## src/rtl/sc_endgame_monitor_pkg.sv

```systemverilog
// Shared game codes: main FSM state codes, monitor states and defaults.
// Imported by the end-game monitor, its interface and its edge detector.
package sc_game_pkg;

    typedef enum logic [1:0] {
        AWAIT_0 = 2'b00,
        GAME    = 2'b01,
        END     = 2'b10,
        AWAIT_1 = 2'b11
    } main_state_e;

    typedef enum logic [1:0] {
        IDLE = 2'b00,
        PLAY = 2'b01,
        HIT  = 2'b10,
        OVER = 2'b11
    } mon_state_e;

    localparam int LIVES_INIT_DEF   = 3;
    localparam int TIME_INIT_DEF    = 30;
    localparam int GOALS_TO_WIN_DEF = 4;

endpackage

```

## src/rtl/sc_endgame_monitor_if.sv

```systemverilog
// Bundle between the game side (main FSM, playfield) and the monitor.
// master drives game state and events; slave returns end-game and counters.
interface sc_endgame_monitor_if #(
    parameter int STATE_DATAWIDTH = 2,
    parameter int LIVES_WIDTH     = 2,
    parameter int TIME_WIDTH      = 6,
    parameter int GOAL_WIDTH      = 3
);
    logic [STATE_DATAWIDTH-1:0] SC_ENDGAME_MONITOR_MainState_In;
    logic                       SC_ENDGAME_MONITOR_LoadSignal_In;
    logic                       SC_ENDGAME_MONITOR_Tick_In;
    logic                       SC_ENDGAME_MONITOR_Collision_InLow;
    logic                       SC_ENDGAME_MONITOR_Goal_InLow;
    logic                       SC_ENDGAME_MONITOR_EndGameSignal_OutLow;
    logic                       SC_ENDGAME_MONITOR_Win_Out;
    logic                       SC_ENDGAME_MONITOR_Respawn_Out;
    logic [LIVES_WIDTH-1:0]     SC_ENDGAME_MONITOR_Lives_Out;
    logic [TIME_WIDTH-1:0]      SC_ENDGAME_MONITOR_Timer_Out;
    logic [GOAL_WIDTH-1:0]      SC_ENDGAME_MONITOR_Goals_Out;

    modport master (
        output SC_ENDGAME_MONITOR_MainState_In,
        output SC_ENDGAME_MONITOR_LoadSignal_In,
        output SC_ENDGAME_MONITOR_Tick_In,
        output SC_ENDGAME_MONITOR_Collision_InLow,
        output SC_ENDGAME_MONITOR_Goal_InLow,
        input  SC_ENDGAME_MONITOR_EndGameSignal_OutLow,
        input  SC_ENDGAME_MONITOR_Win_Out,
        input  SC_ENDGAME_MONITOR_Respawn_Out,
        input  SC_ENDGAME_MONITOR_Lives_Out,
        input  SC_ENDGAME_MONITOR_Timer_Out,
        input  SC_ENDGAME_MONITOR_Goals_Out
    );

    modport slave (
        input  SC_ENDGAME_MONITOR_MainState_In,
        input  SC_ENDGAME_MONITOR_LoadSignal_In,
        input  SC_ENDGAME_MONITOR_Tick_In,
        input  SC_ENDGAME_MONITOR_Collision_InLow,
        input  SC_ENDGAME_MONITOR_Goal_InLow,
        output SC_ENDGAME_MONITOR_EndGameSignal_OutLow,
        output SC_ENDGAME_MONITOR_Win_Out,
        output SC_ENDGAME_MONITOR_Respawn_Out,
        output SC_ENDGAME_MONITOR_Lives_Out,
        output SC_ENDGAME_MONITOR_Timer_Out,
        output SC_ENDGAME_MONITOR_Goals_Out
    );

endinterface

```

## src/rtl/sc_endgame_monitor_falledge.sv

```systemverilog
// Falling-edge detector for an active-low level input.
// The pulse is combinational so the consumer acts on the same clock edge.
module sc_falledge_detector (
    input  logic clk_i,
    input  logic rst_ni,
    input  logic sig_i,
    output logic fall_o
);
    logic prev_q;

    always_ff @(posedge clk_i or negedge rst_ni) begin
        if (!rst_ni) begin
            prev_q <= 1'b1;
        end else begin
            prev_q <= sig_i;
        end
    end

    assign fall_o = prev_q & ~sig_i;

endmodule

```

## src/rtl/sc_endgame_monitor.sv

```systemverilog
// End-game monitor: tracks lives, round timer and goals for the main FSM.
// Drives the active-low end-game level, win flag and respawn pulse.
module sc_endgame_monitor
    import sc_game_pkg::*;
#(
    parameter int STATE_DATAWIDTH = 2,
    parameter int LIVES_INIT      = LIVES_INIT_DEF,
    parameter int LIVES_WIDTH     = 2,
    parameter int TIME_INIT       = TIME_INIT_DEF,
    parameter int TIME_WIDTH      = 6,
    parameter int GOALS_TO_WIN    = GOALS_TO_WIN_DEF,
    parameter int GOAL_WIDTH      = 3,
    parameter int RESPAWN_CYCLES  = 4
) (
    input logic                   SC_ENDGAME_MONITOR_CLOCK_50,
    input logic                   SC_ENDGAME_MONITOR_RESET_InLow,
    sc_endgame_monitor_if.slave   bus
);
    localparam int HCW = (RESPAWN_CYCLES > 1) ? $clog2(RESPAWN_CYCLES) : 1;

    localparam logic [LIVES_WIDTH-1:0] L_INIT = LIVES_WIDTH'(LIVES_INIT);
    localparam logic [TIME_WIDTH-1:0]  T_INIT = TIME_WIDTH'(TIME_INIT);
    localparam logic [GOAL_WIDTH-1:0]  G_WIN  = GOAL_WIDTH'(GOALS_TO_WIN);
    localparam logic [HCW-1:0]         H_LAST = HCW'(RESPAWN_CYCLES - 1);

    mon_state_e            state_q;
    logic                  endgame_q;
    logic                  win_q;
    logic                  respawn_q;
    logic [LIVES_WIDTH-1:0] lives_q;
    logic [TIME_WIDTH-1:0]  timer_q;
    logic [GOAL_WIDTH-1:0]  goals_q;
    logic [HCW-1:0]         hcnt_q;

    logic coll_fall;
    logic goal_fall;
    logic timeout;
    logic life_loss;
    logic start;
    logic [GOAL_WIDTH-1:0] goals_inc;

    sc_falledge_detector u_coll_edge (
        .clk_i  (SC_ENDGAME_MONITOR_CLOCK_50),
        .rst_ni (SC_ENDGAME_MONITOR_RESET_InLow),
        .sig_i  (bus.SC_ENDGAME_MONITOR_Collision_InLow),
        .fall_o (coll_fall)
    );

    sc_falledge_detector u_goal_edge (
        .clk_i  (SC_ENDGAME_MONITOR_CLOCK_50),
        .rst_ni (SC_ENDGAME_MONITOR_RESET_InLow),
        .sig_i  (bus.SC_ENDGAME_MONITOR_Goal_InLow),
        .fall_o (goal_fall)
    );

    assign timeout   = bus.SC_ENDGAME_MONITOR_Tick_In &&
                       (timer_q == TIME_WIDTH'(1));
    assign life_loss = coll_fall || (timeout && !goal_fall);
    assign goals_inc = goals_q + GOAL_WIDTH'(1);
    assign start     = bus.SC_ENDGAME_MONITOR_LoadSignal_In &&
                       (bus.SC_ENDGAME_MONITOR_MainState_In ==
                        STATE_DATAWIDTH'(GAME));

    always_ff @(posedge SC_ENDGAME_MONITOR_CLOCK_50 or
                negedge SC_ENDGAME_MONITOR_RESET_InLow) begin
        if (!SC_ENDGAME_MONITOR_RESET_InLow) begin
            state_q   <= IDLE;
            endgame_q <= 1'b1;
            win_q     <= 1'b0;
            respawn_q <= 1'b0;
            lives_q   <= L_INIT;
            timer_q   <= T_INIT;
            goals_q   <= '0;
            hcnt_q    <= '0;
        end else begin
            respawn_q <= 1'b0;
            unique case (state_q)
                IDLE: begin
                    endgame_q <= 1'b1;
                    win_q     <= 1'b0;
                    lives_q   <= L_INIT;
                    timer_q   <= T_INIT;
                    goals_q   <= '0;
                    if (start) state_q <= PLAY;
                end
                PLAY: begin
                    if (!bus.SC_ENDGAME_MONITOR_LoadSignal_In) begin
                        state_q <= IDLE;
                        lives_q <= L_INIT;
                        timer_q <= T_INIT;
                        goals_q <= '0;
                    end else if (life_loss) begin
                        if (lives_q > LIVES_WIDTH'(1)) begin
                            lives_q   <= lives_q - LIVES_WIDTH'(1);
                            timer_q   <= T_INIT;
                            respawn_q <= 1'b1;
                            hcnt_q    <= '0;
                            state_q   <= HIT;
                        end else begin
                            lives_q   <= '0;
                            endgame_q <= 1'b0;
                            win_q     <= 1'b0;
                            state_q   <= OVER;
                            if (timeout) timer_q <= '0;
                        end
                    end else if (goal_fall) begin
                        // Goal beats a same-cycle timeout: timer reloads
                        goals_q <= goals_inc;
                        timer_q <= T_INIT;
                        if (goals_inc >= G_WIN) begin
                            goals_q   <= G_WIN;
                            endgame_q <= 1'b0;
                            win_q     <= 1'b1;
                            state_q   <= OVER;
                        end else begin
                            respawn_q <= 1'b1;
                            hcnt_q    <= '0;
                            state_q   <= HIT;
                        end
                    end else if (bus.SC_ENDGAME_MONITOR_Tick_In) begin
                        timer_q <= timer_q - TIME_WIDTH'(1);
                    end
                end
                HIT: begin
                    if (!bus.SC_ENDGAME_MONITOR_LoadSignal_In) begin
                        state_q <= IDLE;
                        lives_q <= L_INIT;
                        timer_q <= T_INIT;
                        goals_q <= '0;
                    end else if (hcnt_q == H_LAST) begin
                        state_q <= PLAY;
                    end else begin
                        hcnt_q <= hcnt_q + HCW'(1);
                    end
                end
                OVER: begin
                    if (bus.SC_ENDGAME_MONITOR_MainState_In ==
                        STATE_DATAWIDTH'(AWAIT_0)) begin
                        state_q   <= IDLE;
                        endgame_q <= 1'b1;
                        win_q     <= 1'b0;
                        lives_q   <= L_INIT;
                        timer_q   <= T_INIT;
                        goals_q   <= '0;
                    end
                end
                default: state_q <= IDLE;
            endcase
        end
    end

    assign bus.SC_ENDGAME_MONITOR_EndGameSignal_OutLow = endgame_q;
    assign bus.SC_ENDGAME_MONITOR_Win_Out              = win_q;
    assign bus.SC_ENDGAME_MONITOR_Respawn_Out          = respawn_q;
    assign bus.SC_ENDGAME_MONITOR_Lives_Out            = lives_q;
    assign bus.SC_ENDGAME_MONITOR_Timer_Out            = timer_q;
    assign bus.SC_ENDGAME_MONITOR_Goals_Out            = goals_q;

endmodule

```

## src/flat_wrapper.sv

```systemverilog
// flat-port wrapper written by rule: the top's interface ports become plain ports
module sc_endgame_monitor_flat import sc_game_pkg::*;
#(
    parameter int STATE_DATAWIDTH = 2,
    parameter int LIVES_INIT      = LIVES_INIT_DEF,
    parameter int LIVES_WIDTH     = 2,
    parameter int TIME_INIT       = TIME_INIT_DEF,
    parameter int TIME_WIDTH      = 6,
    parameter int GOALS_TO_WIN    = GOALS_TO_WIN_DEF,
    parameter int GOAL_WIDTH      = 3,
    parameter int RESPAWN_CYCLES  = 4
)
  (SC_ENDGAME_MONITOR_CLOCK_50, SC_ENDGAME_MONITOR_RESET_InLow, bus_SC_ENDGAME_MONITOR_MainState_In, bus_SC_ENDGAME_MONITOR_LoadSignal_In, bus_SC_ENDGAME_MONITOR_Tick_In, bus_SC_ENDGAME_MONITOR_Collision_InLow, bus_SC_ENDGAME_MONITOR_Goal_InLow, bus_SC_ENDGAME_MONITOR_EndGameSignal_OutLow, bus_SC_ENDGAME_MONITOR_Win_Out, bus_SC_ENDGAME_MONITOR_Respawn_Out, bus_SC_ENDGAME_MONITOR_Lives_Out, bus_SC_ENDGAME_MONITOR_Timer_Out, bus_SC_ENDGAME_MONITOR_Goals_Out);
  sc_endgame_monitor_if #(.STATE_DATAWIDTH(STATE_DATAWIDTH), .LIVES_WIDTH(LIVES_WIDTH), .TIME_WIDTH(TIME_WIDTH), .GOAL_WIDTH(GOAL_WIDTH)) bus_i ();
  input logic SC_ENDGAME_MONITOR_CLOCK_50;
  input logic SC_ENDGAME_MONITOR_RESET_InLow;
  input wire logic [$bits(bus_i.SC_ENDGAME_MONITOR_MainState_In)-1:0] bus_SC_ENDGAME_MONITOR_MainState_In;
  input wire logic [$bits(bus_i.SC_ENDGAME_MONITOR_LoadSignal_In)-1:0] bus_SC_ENDGAME_MONITOR_LoadSignal_In;
  input wire logic [$bits(bus_i.SC_ENDGAME_MONITOR_Tick_In)-1:0] bus_SC_ENDGAME_MONITOR_Tick_In;
  input wire logic [$bits(bus_i.SC_ENDGAME_MONITOR_Collision_InLow)-1:0] bus_SC_ENDGAME_MONITOR_Collision_InLow;
  input wire logic [$bits(bus_i.SC_ENDGAME_MONITOR_Goal_InLow)-1:0] bus_SC_ENDGAME_MONITOR_Goal_InLow;
  output wire logic [$bits(bus_i.SC_ENDGAME_MONITOR_EndGameSignal_OutLow)-1:0] bus_SC_ENDGAME_MONITOR_EndGameSignal_OutLow;
  output wire logic [$bits(bus_i.SC_ENDGAME_MONITOR_Win_Out)-1:0] bus_SC_ENDGAME_MONITOR_Win_Out;
  output wire logic [$bits(bus_i.SC_ENDGAME_MONITOR_Respawn_Out)-1:0] bus_SC_ENDGAME_MONITOR_Respawn_Out;
  output wire logic [$bits(bus_i.SC_ENDGAME_MONITOR_Lives_Out)-1:0] bus_SC_ENDGAME_MONITOR_Lives_Out;
  output wire logic [$bits(bus_i.SC_ENDGAME_MONITOR_Timer_Out)-1:0] bus_SC_ENDGAME_MONITOR_Timer_Out;
  output wire logic [$bits(bus_i.SC_ENDGAME_MONITOR_Goals_Out)-1:0] bus_SC_ENDGAME_MONITOR_Goals_Out;
  assign bus_i.SC_ENDGAME_MONITOR_MainState_In = bus_SC_ENDGAME_MONITOR_MainState_In;
  assign bus_i.SC_ENDGAME_MONITOR_LoadSignal_In = bus_SC_ENDGAME_MONITOR_LoadSignal_In;
  assign bus_i.SC_ENDGAME_MONITOR_Tick_In = bus_SC_ENDGAME_MONITOR_Tick_In;
  assign bus_i.SC_ENDGAME_MONITOR_Collision_InLow = bus_SC_ENDGAME_MONITOR_Collision_InLow;
  assign bus_i.SC_ENDGAME_MONITOR_Goal_InLow = bus_SC_ENDGAME_MONITOR_Goal_InLow;
  assign bus_SC_ENDGAME_MONITOR_EndGameSignal_OutLow = bus_i.SC_ENDGAME_MONITOR_EndGameSignal_OutLow;
  assign bus_SC_ENDGAME_MONITOR_Win_Out = bus_i.SC_ENDGAME_MONITOR_Win_Out;
  assign bus_SC_ENDGAME_MONITOR_Respawn_Out = bus_i.SC_ENDGAME_MONITOR_Respawn_Out;
  assign bus_SC_ENDGAME_MONITOR_Lives_Out = bus_i.SC_ENDGAME_MONITOR_Lives_Out;
  assign bus_SC_ENDGAME_MONITOR_Timer_Out = bus_i.SC_ENDGAME_MONITOR_Timer_Out;
  assign bus_SC_ENDGAME_MONITOR_Goals_Out = bus_i.SC_ENDGAME_MONITOR_Goals_Out;
  sc_endgame_monitor #(.STATE_DATAWIDTH(STATE_DATAWIDTH), .LIVES_INIT(LIVES_INIT), .LIVES_WIDTH(LIVES_WIDTH), .TIME_INIT(TIME_INIT), .TIME_WIDTH(TIME_WIDTH), .GOALS_TO_WIN(GOALS_TO_WIN), .GOAL_WIDTH(GOAL_WIDTH), .RESPAWN_CYCLES(RESPAWN_CYCLES)) u_core (.SC_ENDGAME_MONITOR_CLOCK_50(SC_ENDGAME_MONITOR_CLOCK_50), .SC_ENDGAME_MONITOR_RESET_InLow(SC_ENDGAME_MONITOR_RESET_InLow), .bus(bus_i));
endmodule
```

## config.mk

```make
export PLATFORM = sky130hd
export DESIGN_NAME = sc_endgame_monitor_flat
export DESIGN_NICKNAME = d
export VERILOG_FILES = /design/src/rtl/sc_endgame_monitor_pkg.sv /design/src/rtl/sc_endgame_monitor_if.sv /design/src/rtl/sc_endgame_monitor_falledge.sv /design/src/rtl/sc_endgame_monitor.sv /design/src/flat_wrapper.sv
export SDC_FILE = /design/constraint.sdc
export NUM_CORES = 1
export LEC_CHECK = 0
export CORE_UTILIZATION = 52
export DETAILED_ROUTE_END_ITERATION = 7
export GPL_ROUTABILITY_DRIVEN = 0
export PLACE_DENSITY_LB_ADDON = 0.25
export RECOVER_POWER = 50
export SLEW_MARGIN = 20
export SYNTH_ARGS = -nofsm -noshare
export SYNTH_HDL_FRONTEND = slang
export SYNTH_SLANG_ARGS = --single-unit
```

## constraint.sdc

```tcl
create_clock -name SC_ENDGAME_MONITOR_CLOCK_50 -period 2.4 [get_ports SC_ENDGAME_MONITOR_CLOCK_50]
set_clock_uncertainty 0.1 [all_clocks]
set_input_delay 0.36 -clock SC_ENDGAME_MONITOR_CLOCK_50 [delete_from_list [all_inputs] [get_ports SC_ENDGAME_MONITOR_CLOCK_50]]
set_output_delay 0.36 -clock SC_ENDGAME_MONITOR_CLOCK_50 [all_outputs]
set_load 0.005 [all_outputs]
```

==> flow_metrics.tcl <==
set metrics [dict create \
    worst_path_max_delay_cell "dfrtp_1" \
    syn_to_final_growth_pct 23.8 \
    initial_core_util_pct 56.5 \
    path_common_cell "a22o_1" \
    hpwl_mm 2.01 \
    grt_pass1_vias 1061 \
    clk_latency_ns 0.31 \
    hp-class "register to register" \
    dieWidth_um 51.5 \
    drc 0 \
    status "finished, final reports clean" \
    final_nets 180 \
    htree_levels 1 \
    cts_buffer_depth 2 \
    max_stage_delay_ns 0.43 \
    power_density_nw_per_um2 809 \
    clkTransAtPathRegs_ns 0.11 \
    max-vdd-ir-drop_mv 0.481 \
    wirelength_mm 2.66 \
    coreArea_um2 2250 \
    fin_util_pct 69.9 \
    end_kind "register" \
    cts-hold-fix-buffers 0 \
    synth_area_per_cell_um2 9.51 \
    rsz0062_at_grt "no" \
    synth.top_cells.by_count "12 x nand2_1, 11 x dfrtp_1, 10 x inv_1" \
    die-height_um 51.5 \
    grt_pass1_wl_mm 4.44 \
    n_antenna_cell 0 \
    path_cells "inv_1, ha_1, nand2_1, or3_1, a22o_1, a22o_1" \
    drtIter0Drc 34 \
    cp.arrival_ns 2.19 \
    worst_slew_pin_slew_ns 1.09 \
    clock.fmax_mhz 480 \
    grt_overflow 0 \
    leakagePower_nw 0.690 \
    grt_util_all_layers_pct 22.8 \
    synth-seq-cells 20 \
    drive_gt1_share_pct 14.2 \
    dr.pass1.iters 4 \
    antenna_found_initial 0 \
    dieArea_um2 2650 \
    num_vias 1082 \
    finalCritPeriodShare_pct 86.8 \
    syn_inst 134 \
    syn_area_um2 1270 \
    ys_warn_count 0 \
    fin_tns_setup_ns 0 \
    io_pins 22 \
    setup_viol 0 \
    ant_nets 0 \
    fin_ws_ns 0.318 \
    wl_per_cell_um 14.0 \
    cp_num_buf_inv 1 \
    via_per_inst 5.69 \
    synth_top_area_share_pct 21.6 \
    cts_num_sinks 20 \
    netlist.top_cell.by_area "dfrtp_1" \
    critical_path.max_fanout 7 \
    grt_max_degree 21 \
    ys_seq_area_share_pct 40.2 \
    synthArstFlopShare_pct 100 \
    hold_viol_final 0 \
    post_cts_buffers 0 \
    start_kind "register" \
    cts_root_buf "clkbuf_4" \
    cts_made_buffers 3 \
    cp_data_required_time_ns 2.50 \
    synth_fp_nets 151 \
    synth_edf_count 0 \
    period_needed_ns 2.08 \
    preCtsSetupSlack_ns 0.236 \
    ctsResizeCount 0 \
    max_slew_margin_pct 27.1 \
    ys.flop_type "dfrtp_1" \
    drv_cap 0 \
    slew_viol_final 0 \
    io_buffers 21 \
    cts_tree "yes" \
    cp_top_family "simple AND/OR/NAND/NOR gates" \
    ys_types 39 \
    rows 17 \
    critical_path_class "register to register" \
    synth_most_common_cell "nand2_1" \
    num-fill-cells 170 \
    ys_top_cells_by_area "dfrtp_1 22%, dfstp_2 19%, ha_1 8.8%" \
]
[stage by stage]
| step | hold WS (ns) | area, µm² | cells | power (W) |
|---|---|---|---|---|
| after floorplan | -0.0356 | 1270 | 134 | 0.000893 |
| after global placement | 0.400 | 1550 | 186 | 0.00106 |
| after detailed placement | 0.412 | 1550 | 186 | 0.00109 |
| after CTS | 0.277 | 1580 | 190 | 0.00129 |
| after global routing | 0.437 | 1580 | 190 | 0.00138 |
| final | 0.426 | 1580 | 190 | 0.00128 |
[logic make-up after synthesis]
| group | share of synthesized area [%] |
|---|---|
| xor+xnor | 0.688 |
| compound gates | 25.0 |
| flops | 40.2 |
| fa+ha+maj | 8.84 |
| buf+inv | 3.63 |
| mux | 3.34 |
| simple gates | 18.4 |
[state kept, by name (all words and copies together) (netlist names)]
register / flops
u_core.bus.SC_ENDGAME_MONITOR_Timer_Out: 6
u_core.bus.SC_ENDGAME_MONITOR_Goals_Out: 3
u_core.bus.SC_ENDGAME_MONITOR_Lives_Out: 2
u_core.hcnt_q: 2
u_core.state_q: 2
u_core.bus.SC_ENDGAME_MONITOR_EndGameSignal_OutLow: 1
u_core.bus.SC_ENDGAME_MONITOR_Respawn_Out: 1
u_core.bus.SC_ENDGAME_MONITOR_Win_Out: 1
u_core.u_coll_edge.prev_q: 1
u_core.u_goal_edge.prev_q: 1
[metal layers]
metal,routed length (µm),share of wire [%],vias to the layer above,global-route usage [%]
met5,0,0,-,0
met4,42,1.6,0,11.3
met3,59,2.2,5,3.80
met2,1280,48,14,35.9
met1,1270,48,515,30.3
li1,-,-,548,-
[cell type report]
type	instances	area, µm²	share of cell area, %
tap	28	35.0	2.22
timing repair buffer	26	244	15.5
clock buffer	4	36.3	2.30
sequential	20	512	32.5
multi-input combinational	102	712	45.2
inverter	10	37.5	2.38
[report_power, final]
part | internal, W | total [W] | switching [W]
combinational | 0.000276 | 0.000613 | 0.000336
clock | 0.0000927 | 0.000197 | 0.000105
sequential | 0.000411 | 0.000466 | 0.0000542
total | 0.000780 | 0.00128 | 0.000495
[worst paths after layout]
path	from	endpoint	slack (ns)	depth (start not counted)
max	u_core.state_q[1]	u_core.bus.SC_ENDGAME_MONITOR_Timer_Out[5]	0.32	6
min	register	register	0.43	1
max reg2reg	u_core.state_q[1]	u_core.bus.SC_ENDGAME_MONITOR_Timer_Out[5]	0.32	6
min reg2reg	register	register	0.43	1
max in group asynchronous	SC_ENDGAME_MONITOR_RESET_InLow	u_core.bus.SC_ENDGAME_MONITOR_Timer_Out[0]	0.89	2
min in group asynchronous	SC_ENDGAME_MONITOR_RESET_InLow	u_core.bus.SC_ENDGAME_MONITOR_Goals_Out[2]	0.66	2
[worst reg2reg max path, delay by kind of cell (launching register included)]
| family | cells | cell delay (ns) |
|---|---|---|
| simple gates | 2 | 0.64 |
| flops | 1 | 0.43 |
| compound gates | 2 | 0.39 |
| fa+ha+maj | 1 | 0.31 |
| buf+inv | 1 | 0.11 |
[layout by cell type (no fill, tap or decap), drive strengths merged, types with 2 or more instances in the layout]
cell type      count
clkdlybuf4s50     14
nand2             12
dfrtp             11
inv               10
nor3              10
o21ai              9
ha                 9
dfstp              9
a21oi              9
dlygate4sd3        7
nor2               6
clkbuf             5
nor2b              4
nand2b             4
o22a               4
a22o               4
buf                4
or3                4
a31oi              3
a21o               3
o21a               2
mux2i              2
o211ai             2
o31ai              2
mux2               2
(Power assumes the default switching activity.)
